File: src/rtl/conv16_feeder.sv
// conv16_feeder
//   Upstream feeder for the 16-row, 3-tap conv core.
//   It collects 3 filter weights and then 16 activation words from two
//   valid/ready streams into holding registers. It then keeps those operands
//   stable while pulsing the core enable for PE_LAT cycles, and finally flags
//   the single cycle in which the core's 8 sums are valid.
//
// Parameters
//   DW      word width of weights and activations (conv16 definition width, 16)
//   PE_LAT  cycles o_en stays high per tile (core pipeline depth), 1..15
//
// Ports
//   clk, rstn           clock, asynchronous active-low reset
//   i_start             tile start request, honoured only while idle
//   i_reuse_w           sampled with i_start: keep the weights already held
//   i_w_valid/i_w_data  weight stream (f1, f2, f3), o_w_ready its ready
//   i_a_valid/i_a_data  activation stream (r1..r16), o_a_ready its ready
//   o_r                 16 activation words, slice k feeds core i_r(k+1)
//   o_f                 3 weight words, slice k feeds core i_f(k+1)
//   o_en                core enable
//   o_sum_valid         one-cycle pulse: core sums valid this cycle
//   o_done              one-cycle pulse: tile complete
//   o_busy              high whenever the feeder is not idle
module conv16_feeder #(
  parameter int DW     = 16,
  parameter int PE_LAT = 1
) (
  input  logic             clk,
  input  logic             rstn,
  input  logic             i_start,
  input  logic             i_reuse_w,
  input  logic             i_w_valid,
  input  logic [DW-1:0]    i_w_data,
  output logic             o_w_ready,
  input  logic             i_a_valid,
  input  logic [DW-1:0]    i_a_data,
  output logic             o_a_ready,
  output logic [16*DW-1:0] o_r,
  output logic [3*DW-1:0]  o_f,
  output logic             o_en,
  output logic             o_sum_valid,
  output logic             o_done,
  output logic             o_busy
);

  typedef enum logic [2:0] {
    S_IDLE,
    S_LOAD_W,
    S_LOAD_A,
    S_FIRE,
    S_DRAIN
  } state_t;

  localparam logic [3:0] FIRE_LAST = 4'(PE_LAT - 1);

  state_t           r_state;
  state_t           w_next;
  logic [1:0]       r_wcnt;
  logic [3:0]       r_acnt;
  logic [3:0]       r_fcnt;
  logic             r_w_loaded;
  logic [16*DW-1:0] r_r;
  logic [3*DW-1:0]  r_f;
  logic             w_w_hs;
  logic             w_a_hs;

  // Readies are decoded from the state register only, so a handshake is
  // simply valid qualified by the load state we are in.
  assign w_w_hs = i_w_valid && (r_state == S_LOAD_W);
  assign w_a_hs = i_a_valid && (r_state == S_LOAD_A);

  assign o_r = r_r;
  assign o_f = r_f;

  // State register.
  always_ff @(posedge clk or negedge rstn) begin
    if (!rstn) begin
      r_state <= S_IDLE;
    end else begin
      r_state <= w_next;
    end
  end

  // Next-state and output decode. Weight reuse is only honoured when a full
  // weight set has been loaded since reset.
  always_comb begin
    w_next      = r_state;
    o_w_ready   = 1'b0;
    o_a_ready   = 1'b0;
    o_en        = 1'b0;
    o_sum_valid = 1'b0;
    o_done      = 1'b0;
    o_busy      = 1'b1;
    case (r_state)
      S_IDLE: begin
        o_busy = 1'b0;
        if (i_start) begin
          w_next = (i_reuse_w && r_w_loaded) ? S_LOAD_A : S_LOAD_W;
        end
      end
      S_LOAD_W: begin
        o_w_ready = 1'b1;
        if (i_w_valid && (r_wcnt == 2'd2)) begin
          w_next = S_LOAD_A;
        end
      end
      S_LOAD_A: begin
        o_a_ready = 1'b1;
        if (i_a_valid && (r_acnt == 4'd15)) begin
          w_next = S_FIRE;
        end
      end
      S_FIRE: begin
        o_en = 1'b1;
        if (r_fcnt == FIRE_LAST) begin
          w_next = S_DRAIN;
        end
      end
      S_DRAIN: begin
        o_sum_valid = 1'b1;
        o_done      = 1'b1;
        w_next      = S_IDLE;
      end
      default: begin
        w_next = S_IDLE;
      end
    endcase
  end

  // Operand registers and word counters. Each accepted word lands in the
  // slice selected by its counter; the counters return to zero after the
  // last word of their stream so the next tile starts at slice 0.
  always_ff @(posedge clk or negedge rstn) begin
    if (!rstn) begin
      r_wcnt     <= '0;
      r_acnt     <= '0;
      r_fcnt     <= '0;
      r_w_loaded <= 1'b0;
      r_r        <= '0;
      r_f        <= '0;
    end else begin
      if (w_w_hs) begin
        r_f[r_wcnt*DW +: DW] <= i_w_data;
        if (r_wcnt == 2'd2) begin
          r_wcnt     <= '0;
          r_w_loaded <= 1'b1;
        end else begin
          r_wcnt <= r_wcnt + 2'd1;
        end
      end
      if (w_a_hs) begin
        r_r[r_acnt*DW +: DW] <= i_a_data;
        if (r_acnt == 4'd15) begin
          r_acnt <= '0;
        end else begin
          r_acnt <= r_acnt + 4'd1;
        end
      end
      if (r_state == S_FIRE) begin
        if (r_fcnt == FIRE_LAST) begin
          r_fcnt <= '0;
        end else begin
          r_fcnt <= r_fcnt + 4'd1;
        end
      end
    end
  end

endmodule

File: config.mk
export PLATFORM = sky130hd
export DESIGN_NAME = conv16_feeder
export DESIGN_NICKNAME = d
export VERILOG_FILES = /design/src/rtl/conv16_feeder.sv
export SDC_FILE = /design/constraint.sdc
export NUM_CORES = 1
export LEC_CHECK = 0
export ABC_AREA = 1
export CORE_ASPECT_RATIO = 1.75
export CORE_MARGIN = 1.5
export CORE_UTILIZATION = 49
export DETAILED_ROUTE_END_ITERATION = 10
export PLACE_DENSITY = 0.81
export SYNTH_ARGS = -nofsm -noshare
export SYNTH_HDL_FRONTEND = slang
export SYNTH_SLANG_ARGS = --single-unit
export TNS_END_PERCENT = 30
File: constraint.sdc
create_clock -name clk -period 2.8 [get_ports clk]
set_clock_uncertainty 0.1 [all_clocks]
set_input_delay 0.28 -clock clk [delete_from_list [all_inputs] [get_ports clk]]
set_output_delay 0.28 -clock clk [all_outputs]
set_load 0.005 [all_outputs]
==> reports/metrics.yaml, run 1 <==
die:
  die_x_um: 126
  num_io_pins: 348
  die_y_um: 219
  dieArea_sq_um: 27700
  rows: 78
  initial_core_util_pct: 50.1
  core_sq_um: 26100
global_route:
  overflow: 0
  grt_pass1_wl_um: 66300
  grt_max_degree: 94
  grtUsageTotal_pct: 31.1
  antenna_found_initial: 1
  grt_pass1_vias: 11900
worst_setup_path:
  worstSetupPathType: "flip-flop to flip-flop"
  slowest_stage: "nor2_2"
  worst_path_most_repeated_cell: "nand2_1"
  worst-path-buf-inv: 1
  cpPeakStageDelay_ns: 0.47
  required_ns: 3.14
  crit_path_end_kind: "flip-flop"
  crit_arrival_ns: 2.84
  crit_path_max_fanout: 16
  setup.worst_path.start_class: "flip-flop"
  crit_chain: "inv_1 > ha_1 > nand2_2 > nand3_1 > nor2_2 > nand3_2 > nand2_1 > nand2_1"
  cp_top_family: "simple AND/OR/NAND/NOR gates"
finish:
  syn_to_final_growth_pct: 36.9
  fin_nets: 1877
  drive_gt1_share_pct: 5.90
clock_tree:
  insertion_delay_ns: 0.55
  cts_root_buf: "clkbuf_16"
  clock_path_buffers: 3
  cts_made_buffers: 29
  cts.clk_slew.worst_paths_ns: 0.07
  cts_tree: "built"
  clkSinkCount: 318
  htreeDepth: 1
timing:
  rsz0062_at_grt: "no"
  max_freq_mhz: 400
  tns_ns: 0
  hold_viol: 0
  finalSetupViolations: 0
  worstMarginPinSlew_ns: 0.725
  relSlewSlack_pct: 51.7
  final.min_clock_period_ns: 2.50
  holdWs_ns: 0.215
  post-route-period-util_pct: 89.4
  finalMaxSlewViolations: 0
power:
  combPwrFrac_pct: 39.6
  switching_share_pct: 36.8
  p_clk_share_pct: 22.7
  powerDensity_nw_per_um2: 973
  p_int_w: 0.0110
  switchingPower_w: 0.00641
  p_leak_nw: 8.84
  power.total_w: 0.0174
  vdd_drop_max_mv: 0.676
  seqPwrFrac_pct: 37.7
logic_synthesis:
  yosysTopAreaCell: "dfrtp_1"
  synth_fp_nets: 1540
  synth_ff_type: "dfrtp_1"
  synthDistinctLibCells: 30
  synth_top_cells_by_count: "nand2_1 (587), dfrtp_1 (318), o21ai_0 (167)"
  yosysTopAreaCellShare_pct: 60.9
  yosys-top-cells-area: "dfrtp_1 (61%), nand2_1 (17%), o21ai_0 (6.4%)"
  synthArstFlopShare_pct: 100
  synth_most_common_cell: "nand2_1"
  netlist_instances: 1492
  synth_area_per_cell_sq_um: 8.76
  yosysSeqAreaShare_pct: 60.9
  synth-edff-count: 0
  ys_ff_latch: 318
  synth_area_sq_um: 13100
  yosysWarnings: 0
detailed_routing:
  finalWirelength_um: 42300
  top_layer_used: "met4"
  firstDrtPassIters: 10
  drt_iter0_markers: 791
  via_per_inst: 5.43
  met2WireLength_um: 21700
  dr_total_vias: 11800
  wl_met1_um: 14300
  wl_per_cell_um: 19.5
  ant_nets: 0
  drc: 1
  wl_met3_um: 3030
status:
  status: "finished, violations left"
  violations: "design-rule violations"
hold_path:
  hold_path_class: "primary input to flip-flop"
placement:
  place.gp.congestion: 0.908
  dp_hpwl_um: 31400
  port-buffer-count: 347
job:
  maxCapViolCount: 0
==> layout by cell type (no fill, tap or decap), drive strengths merged, types with 5 or more instances in the layout <==
cell type      instances
nand3                132
a21oi                  6
clkbuf                43
nor2                  80
nand2                590
buf                   38
o21ai                181
inv                   78
nand4                  5
dfrtp                318
ha                    10
clkdlybuf4s50        346
==> tightest hold or removal path, cell delays in order <==
cell and delay (ns):
clkdlybuf4s50_1 0.41, nand3_1 0.09, nand2_1 0.05
==> layer usage <==
metal | up-vias | track usage [%]
li1 | 5406 | -
met1 | 5680 | 32.9
met2 | 555 | 55.5
met3 | 141 | 6.27
met4 | 0 | 21.0
met5 | - | 0
==> timing repair <==
action	CTS	global route
endpoints found under the hold margin	87	0
setup endpoints to repair	0	16
hold buffers	1	0
setup buffers	0	0
gates resized for setup	0	1
==> final timing paths <==
kind                              start  endpoint  slack (ns)  depth (start not counted)
max                           r_acnt[1]   o_r[78]        0.30                          8
min                        i_w_data[12]   o_f[12]        0.21                          3
max reg2reg                   r_acnt[1]   o_r[78]        0.30                          8
min reg2reg                    o_r[194]  o_r[194]        0.37                          2
max in group asynchronous          rstn   o_r[83]        1.48                          3
min in group asynchronous          rstn  o_r[204]        0.28                          2
==> state kept, by name (all words and copies together), names as in the netlist <==
| name | cells |
|---|---|
| r_w_loaded | 1 |
| r_state | 3 |
| r_wcnt | 2 |
| r_fcnt | 4 |
| o_r | 256 |
| r_acnt | 4 |
| o_f | 48 |
==> through the flow <==
stage | worst slack (ns) | utilization, % | instance area [sq um] | cells
3_3_place_gp | 0.249 | 64.9 | 16900 | 2117
4_1_cts | 0.120 | 68.6 | 17900 | 2169
3_5_place_dp | 0.132 | 64.9 | 16900 | 2117
6_report | 0.297 | 68.6 | 17900 | 2170
5_1_grt | 0.0859 | 68.6 | 17900 | 2170
2_1_floorplan | 0.391 | - | 13100 | 1492
==> cell families after synthesis <==
family / after synthesis / synth area share, %
simple gates: 812 / 25.3
flops: 318 / 60.9
compound gates: 191 / 7.46
buf+inv: 156 / 4.94
fa+ha+maj: 10 / 0.958
xor+xnor: 5 / 0.479
==> cell type report <==
cell class                      count  area, sq um
Tap cell                          320          400
Sequential cell                   318         7960
Inverter                           77          289
Clock inverter                      8         77.6
Antenna cell                        1         2.50
Fill cell                        2008         8170
Clock buffer                       43          868
Timing Repair Buffer              385         3820
Multi-Input combinational cell   1018         4480
==> power groups by stage <==
| stage | Combinational [W] | Sequential [W] | Clock (W) |
|---|---|---|---|
| floorplan | 0.00292 | 0.00656 | 0 |
| global placement | 0.00670 | 0.00657 | 0 |
| CTS | 0.00689 | 0.00656 | 0.00398 |
| detailed placement | 0.00685 | 0.00661 | 0 |
| finish | 0.00689 | 0.00656 | 0.00395 |
| global route | 0.00751 | 0.00669 | 0.00416 |
Power figures use the tool's default switching activity.
==> inputs of run 2 (changes only) <==
- CORE_ASPECT_RATIO: 1.75 -> 1.4
- GPL_ROUTABILITY_DRIVEN: unset -> 0
==> run 2 against run 1 <==
Compared with the run above: the flow now finishes without violations; maximum frequency about the same; clock-buffer cell count decreased by 3; combinational power about the same; clock power increased by 5.6%; critical path type unchanged; critical endpoint is now o_r[161].
==> reports/metrics.yaml, run 2 (synthesis results as in run 1) <==
timing:
  finalSetupViolations: 0  # unchanged
  final.min_clock_period_ns: 2.51  # +0.00244 ns
  rsz0062_at_grt: "no"
  relSlewSlack_pct: 28.4  # -23 points
  finalMaxSlewViolations: 0  # unchanged
  post-route-period-util_pct: 89.5  # about the same
  tns_ns: 0  # unchanged
  holdWs_ns: 0.211  # -0.00331 ns
  hold_viol: 0  # unchanged
  worstMarginPinSlew_ns: 1.07  # +0.345 ns
  max_freq_mhz: 399  # about the same
status:
  status: "complete, no violations"
die:
  num_io_pins: 348  # unchanged
  die_x_um: 141  # +12%
  die_y_um: 196  # -10%
  core_sq_um: 26200  # +0.50%
  rows: 70  # -10%
  dieArea_sq_um: 27700  # about the same
  initial_core_util_pct: 49.9  # -0.25 points
global_route:
  overflow: 0  # unchanged
  grt_pass1_vias: 11600  # -2.5%
  grtUsageTotal_pct: 30.8  # -0.30 points
  grt_max_degree: 84  # -11%
  grt_pass1_wl_um: 65600  # -1.2%
  antenna_found_initial: 1  # unchanged
placement:
  place_area_sq_um: 16900  # about the same
  port-buffer-count: 347  # unchanged
  dp_hpwl_um: 30800  # -1.8%
power:
  p_int_w: 0.0112  # +1.9%
  combPwrFrac_pct: 38.9  # -0.7 points
  switching_share_pct: 36.5  # -0.36 points
  p_leak_nw: 8.87  # +0.34%
  power.total_w: 0.0176  # +1.3%
  vdd_drop_max_mv: 0.656  # -2.9%
  seqPwrFrac_pct: 37.4  # -0.3 points
  powerDensity_nw_per_um2: 983  # +0.98%
  p_clk_share_pct: 23.7  # +1.0 points
  switchingPower_w: 0.00643  # +0.34%
worst_setup_path:
  slowest_stage: "dfrtp_1"
  worstSetupPathType: "flip-flop to flip-flop"
  crit_chain: "inv_1 > ha_1 > nand2_2 > nand3_1 > nor2_2 > nand3_2 > nand2_1 > nand2_1"
  worst_path_most_repeated_cell: "nand2_1"
  required_ns: 3.15  # about the same
  setup.worst_path.start_class: "flip-flop"
  crit_arrival_ns: 2.86  # +0.02 ns
  crit_path_max_fanout: 16  # unchanged
  crit_path_end_kind: "flip-flop"
  cpPeakStageDelay_ns: 0.44  # -0.03 ns
clock_tree:
  cts_tree: "built"
  cts_root_buf: "clkbuf_16"
  clkSinkCount: 318  # unchanged
  cts.clk_slew.worst_paths_ns: 0.07  # about the same
  postCtsSetupRepairBufs: 0  # unchanged
  clock_path_buffers: 3  # unchanged
  insertion_delay_ns: 0.56  # about the same
  htreeDepth: 1  # unchanged
  cts_made_buffers: 30  # +3.4%
detailed_routing:
  wl_per_cell_um: 19.5  # +0.17%
  firstDrtPassIters: 5  # -5
  ant_nets: 0  # unchanged
  dr_total_vias: 11800  # +0.17%
  via_per_inst: 5.43  # about the same
  drt_iter0_markers: 719  # -9.1%
  finalWirelength_um: 42500  # +0.35%
  drc: 0  # -1
finish:
  final_common_cell: "nand2_1"
  multi_input_area_sq_um: 4480  # +0.11%
  final_cell_mix: "nand2_1 (587), clkdlybuf4s50_1 (346), dfrtp_1 (318), o21ai_0 (167), nand3_1 (128)"
  num-fill-cells: 1980  # -1.4%
  drive_gt1_share_pct: 5.90  # unchanged
  largest_reg_flops: 256  # unchanged
  design_area_sq_um: 17900  # +0.34%
  fin_nets: 1879  # +0.11%
  syn_to_final_growth_pct: 37.4
  final-seq-area_sq_um: 7960  # unchanged
hold_path:
  hold_path_class: "primary input to flip-flop"
job:
  maxCapViolCount: 0  # unchanged
-- run 2: stage by stage --
stage | util, % | setup slack, ns | instances
floorplan | - | 0.391 | 1492
global placement | 64.7 | 0.418 | 2122
detailed placement | 64.7 | 0.195 | 2122
CTS | 68.5 | 0.135 | 2173
global route | 68.5 | 0.111 | 2173
finish | 68.5 | 0.295 | 2174
-- run 2: final cells by class --
class                      instances  area share (%)
sequential                       318            44.3
timing repair buffer             386            21.3
clock buffer                      40            4.61
clock inverter                    10           0.899
tap                              324            2.26
multi-input combinational       1018            25.0
inverter                          77            1.61
antenna                            1          0.0139
-- run 2: final timing paths --
check / startpoint / to / slack (ns) / cells past startpoint
max in group asynchronous: rstn / o_r[244] / 1.51 / 3
min in group asynchronous: rstn / o_r[67] / 0.23 / 2
setup reg to reg: r_acnt[0] / o_r[161] / 0.29 / 8
hold / removal: i_w_data[12] / o_f[12] / 0.21 / 3
hold reg to reg: o_r[237] / o_r[237] / 0.37 / 2
setup / recovery: r_acnt[0] / o_r[161] / 0.29 / 8
-- run 2: power groups by stage --
stage / clock network, W / registers [W] / logic (W)
global placement: 0 / 0.00660 / 0.00663
global route: 0.00440 / 0.00671 / 0.00747
CTS: 0.00422 / 0.00658 / 0.00685
detailed placement: 0 / 0.00664 / 0.00680
finish: 0.00417 / 0.00659 / 0.00687
floorplan: 0 / 0.00656 / 0.00292
-- run 2: critical path, delay by kind of cell, from the launching register on --
| kind | cells | cell delay, ns |
|---|---|---|
| buffers and inverters | 1 | 0.12 |
| and+or+nand+nor | 6 | 1.40 |
| adders and majority gates | 1 | 0.33 |
| DFF | 1 | 0.44 |
-- run 2: per-layer routing --
metal  track usage (%)  routed length, um
met1              36.5              15600
met3              6.88               3590
met2              51.5              20600
met5                 0                  0
met4              18.2               2720
-- run 2: repair_timing --
item,in CTS,in global routing
hold buffers,1,0
hold endpoints to repair,76,0
resized for setup,0,2
setup endpoints to repair,0,27
==> edit: new RTL, flow settings as in run 2 <==
Encoding of `state_t`: now one-hot (5 bits for 5 states).
--- a/src/rtl/conv16_feeder.sv
+++ b/src/rtl/conv16_feeder.sv
@@ -45,8 +45,8 @@
 
-  typedef enum logic [2:0] {
-    S_IDLE,
-    S_LOAD_W,
-    S_LOAD_A,
-    S_FIRE,
-    S_DRAIN
+  typedef enum logic [4:0] {
+    S_IDLE   = 5'b00001,
+    S_LOAD_W = 5'b00010,
+    S_LOAD_A = 5'b00100,
+    S_FIRE   = 5'b01000,
+    S_DRAIN  = 5'b10000
   } state_t;
Check against the original RTL: same outputs for any inputs over 4 cycles, from zero or initial values and one cycle with rstn low; so few cycles prove little.
==> edit against run 2 <==
Highest routed layer is now met5; worst setup slack worse by 0.059 ns; final area is 3.6% higher; area after synthesis is 5.0% higher; wire length is 2.5% higher; sequential cell count is 2 higher; largest cell class unchanged; critical path depth is 2 lower; non-clock buffer count is 10 lower; total power is 7.6% lower; critical endpoint is now o_r[153]; worst hold slack worse by 0.048 ns; largest power group is now registers; utilization is 1.1 points lower; die area is 5.0% higher.
==> edit: results (changes against run 2) <==
The run finished with clean final reports. The wire length of the first global-routing pass came to 67,600 um (+3.1%). The clock transition at the registers of the reported paths is 0.07 ns (about the same). The half-perimeter wire length of the detailed placement result came out at 31,400 um (+1.7%). The slowest stage of the critical path belongs to the cell nand2_1. The via count of the first global-routing pass came out at 12,200 (+5.1%). The initial antenna violation count came out at 3 (+2). The overall track demand over capacity in global routing is 30.3% (-0.54 points). The maximum clock path buffer count is 3 (unchanged).

The register bit count reported by yosys came out at 320 (+0.63%). The total iterations of the first detailed-routing run is 5 (unchanged). The count of nets after finishing is 1,990 (+5.9%). The global-route track usage on met1 came out at 36.1% (-0.38 points). The worst reg2reg path depth is 6 (-2). The sum of routed wire length over all layers is 43,500 um (+2.5%). The adder-cell share of the synthesized area was 0.912% (-0.046 points).

The filler cell count in the final layout came out at 2,227 (+12%). The largest net degree at the start of global routing is 92 (+9.5%). The classification of the worst-slack hold path is in -> async. The compound-gate portion of the synthesized area came out at 6.36% (-1.1 points). The biggest fanout along the worst timing path came out at 16 (unchanged). The count of placed standard cells including taps came out at 2,274 (+7.2%). The fraction of layout cells with a size suffix above 1 was 6.51% (+0.62 points). Counting instances in the post-synthesis netlist gives the leading cell types as nand2_1 (654), dfrtp_1 (319), o21ai_0 (158). The portion of the post-synthesis area used by sequential elements is 58.4% (-2.6 points). The kind of start point of the critical path is a flip-flop. The power density normalized to cell area came out at 877 mW/mm2 (-11%). The share of synthesized registers carrying an async set or reset was 100% (unchanged). The tree is rooted in a clkbuf_16.

The top achievable clock speed came out at 390 MHz (-2.3%). The data arrival time of the critical path came out at 2.91 ns (+0.05 ns). The post-synthesis cell type count came to 30 (unchanged). The synthesized-area fraction occupied by xor and xnor cells came out at 0.255% (-0.22 points). The count of input and output buffers came out at 347 (unchanged). The clock latency at the later pin of the worst-skew pair came out at 0.57 ns.

The maximum resistive drop on vdd is 0.000577 V (-12%). The delay of the slowest cell on the worst path came out at 0.45 ns. The cell area after placement was 0.0175 mm2 (+3.3%). The worst setup path startpoint is r_acnt[0]. The number of cells produced by synthesis is 1,609 (+7.8%). The static power due to leakage came to 9.31 nW (+4.9%). The flip-flop count of the largest register, all copies and words added is 256 (unchanged). The global-route met2 utilization came out at 50.6% (-0.90 points). The total nets after synthesis is 1,657 (+7.6%).

The post-detailed-route via-to-cell ratio came to 5.30 (-2.3%). The initial DRC count came out at 859 (+19%). Among all flip-flop cells after synthesis, the most frequent one is dfrtp_1. The mux share of post-synthesis cell area came to 0% (unchanged). By area the synthesized netlist is led by dfrtp_1 (58%), nand2_1 (18%), o21ai_0 (5.8%), nand3_1 (3.8%), nor2_1 (3.0%). The total congestion overflow after global routing came out at 0 (unchanged). In this run the critical register-to-register path is captured at o_r[153].

The met3 track demand over resource came out at 7.56% (+0.68 points). The slack of the worst reg-to-reg path came to 0.24 ns (-0.06 ns). The worst setup path is captured at a flip-flop.

The wire length per cell came out at 18.6 um (-4.6%). The TritonCTS buffer count is 31 (+3.3%). The transition time at the pin with the least slew margin came out at 0.848 ns (-0.222 ns). The worst slack at placement came out at 0.259 ns (+0.0641 ns).

The yosys synthesis warning count is 0 (unchanged).
edit: cell count changes in the layout (fill, tap and decap cells not counted), moves of 4 or more:
cell     change
buf_4        -9
inv_1       +12
inv_2        +5
nand2_1     +67
nand3_1     -24
nor2_1      +39
nor2_2       -5
nor2_4      +10
nor2_8       +4
nor3_1      +15
o21ai_0      -9
edit: routing by layer:
metal,vias to the layer above,part of all wire [%]
li1,5729,-
met1,5987,36
met2,539,49
met3,133,8.7
met4,2,5.6
met5,-,0.025
edit: worst min-delay path by stage:
stage	endpoint	slack (ns)	cells after the start
floorplan	o_f[0]	-0.12	0
finish	r_state[1]	0.16	2
global placement	r_state[1]	0.19	1
detailed placement	r_state[1]	0.19	1
global route	r_state[1]	0.23	2
CTS	o_r[211]	0.19	2
edit: worst max-delay path, delay by kind of cell (launching register included):
family,cells,cell delay (ns)
fa+ha+maj,1,0.42
flops,1,0.44
simple gates,5,1.47
edit: cell families after synthesis:
logic type,count (synthesis)
buffers and inverters,171
and+or+nand+nor,930
xor gates and xnor gates,4
adders and majority gates,10
AOI/OAI and AO/OA,174
DFF,320
edit: area by class of cell:
type,count,area share (%)
flip-flops and latches,320,43.1
well taps,370,2.49
inverters,95,1.93
clock inverters,16,1.06
repair buffers,376,20.1
diodes,1,0.0135
multi-input cells,1118,26.8
clock buffers,41,4.54
edit: timing repair:
item                                    4_1_cts  5_1_grt
hold buffers                                  1        0
endpoints found under the setup margin        0       29
resized for setup                             0        4
buffers inserted                              0        4
hold endpoints to repair                     70        0
edit: per-stage QoR:
step                power (mW)  hold WS, ns
finish                    16.3        0.163
global route              17.1        0.234
CTS                       16.3        0.188
detailed placement        11.9        0.186
global placement          11.7        0.189
floorplan                 8.90       -0.116
edit: report_power, final:
| group | internal, mW | switching (mW) |
|---|---|---|
| Clock | 2.49 | 1.81 |
| Combinational | 2.33 | 3.60 |
| Sequential | 5.49 | 0.587 |
| Total | 10.3 | 5.99 |
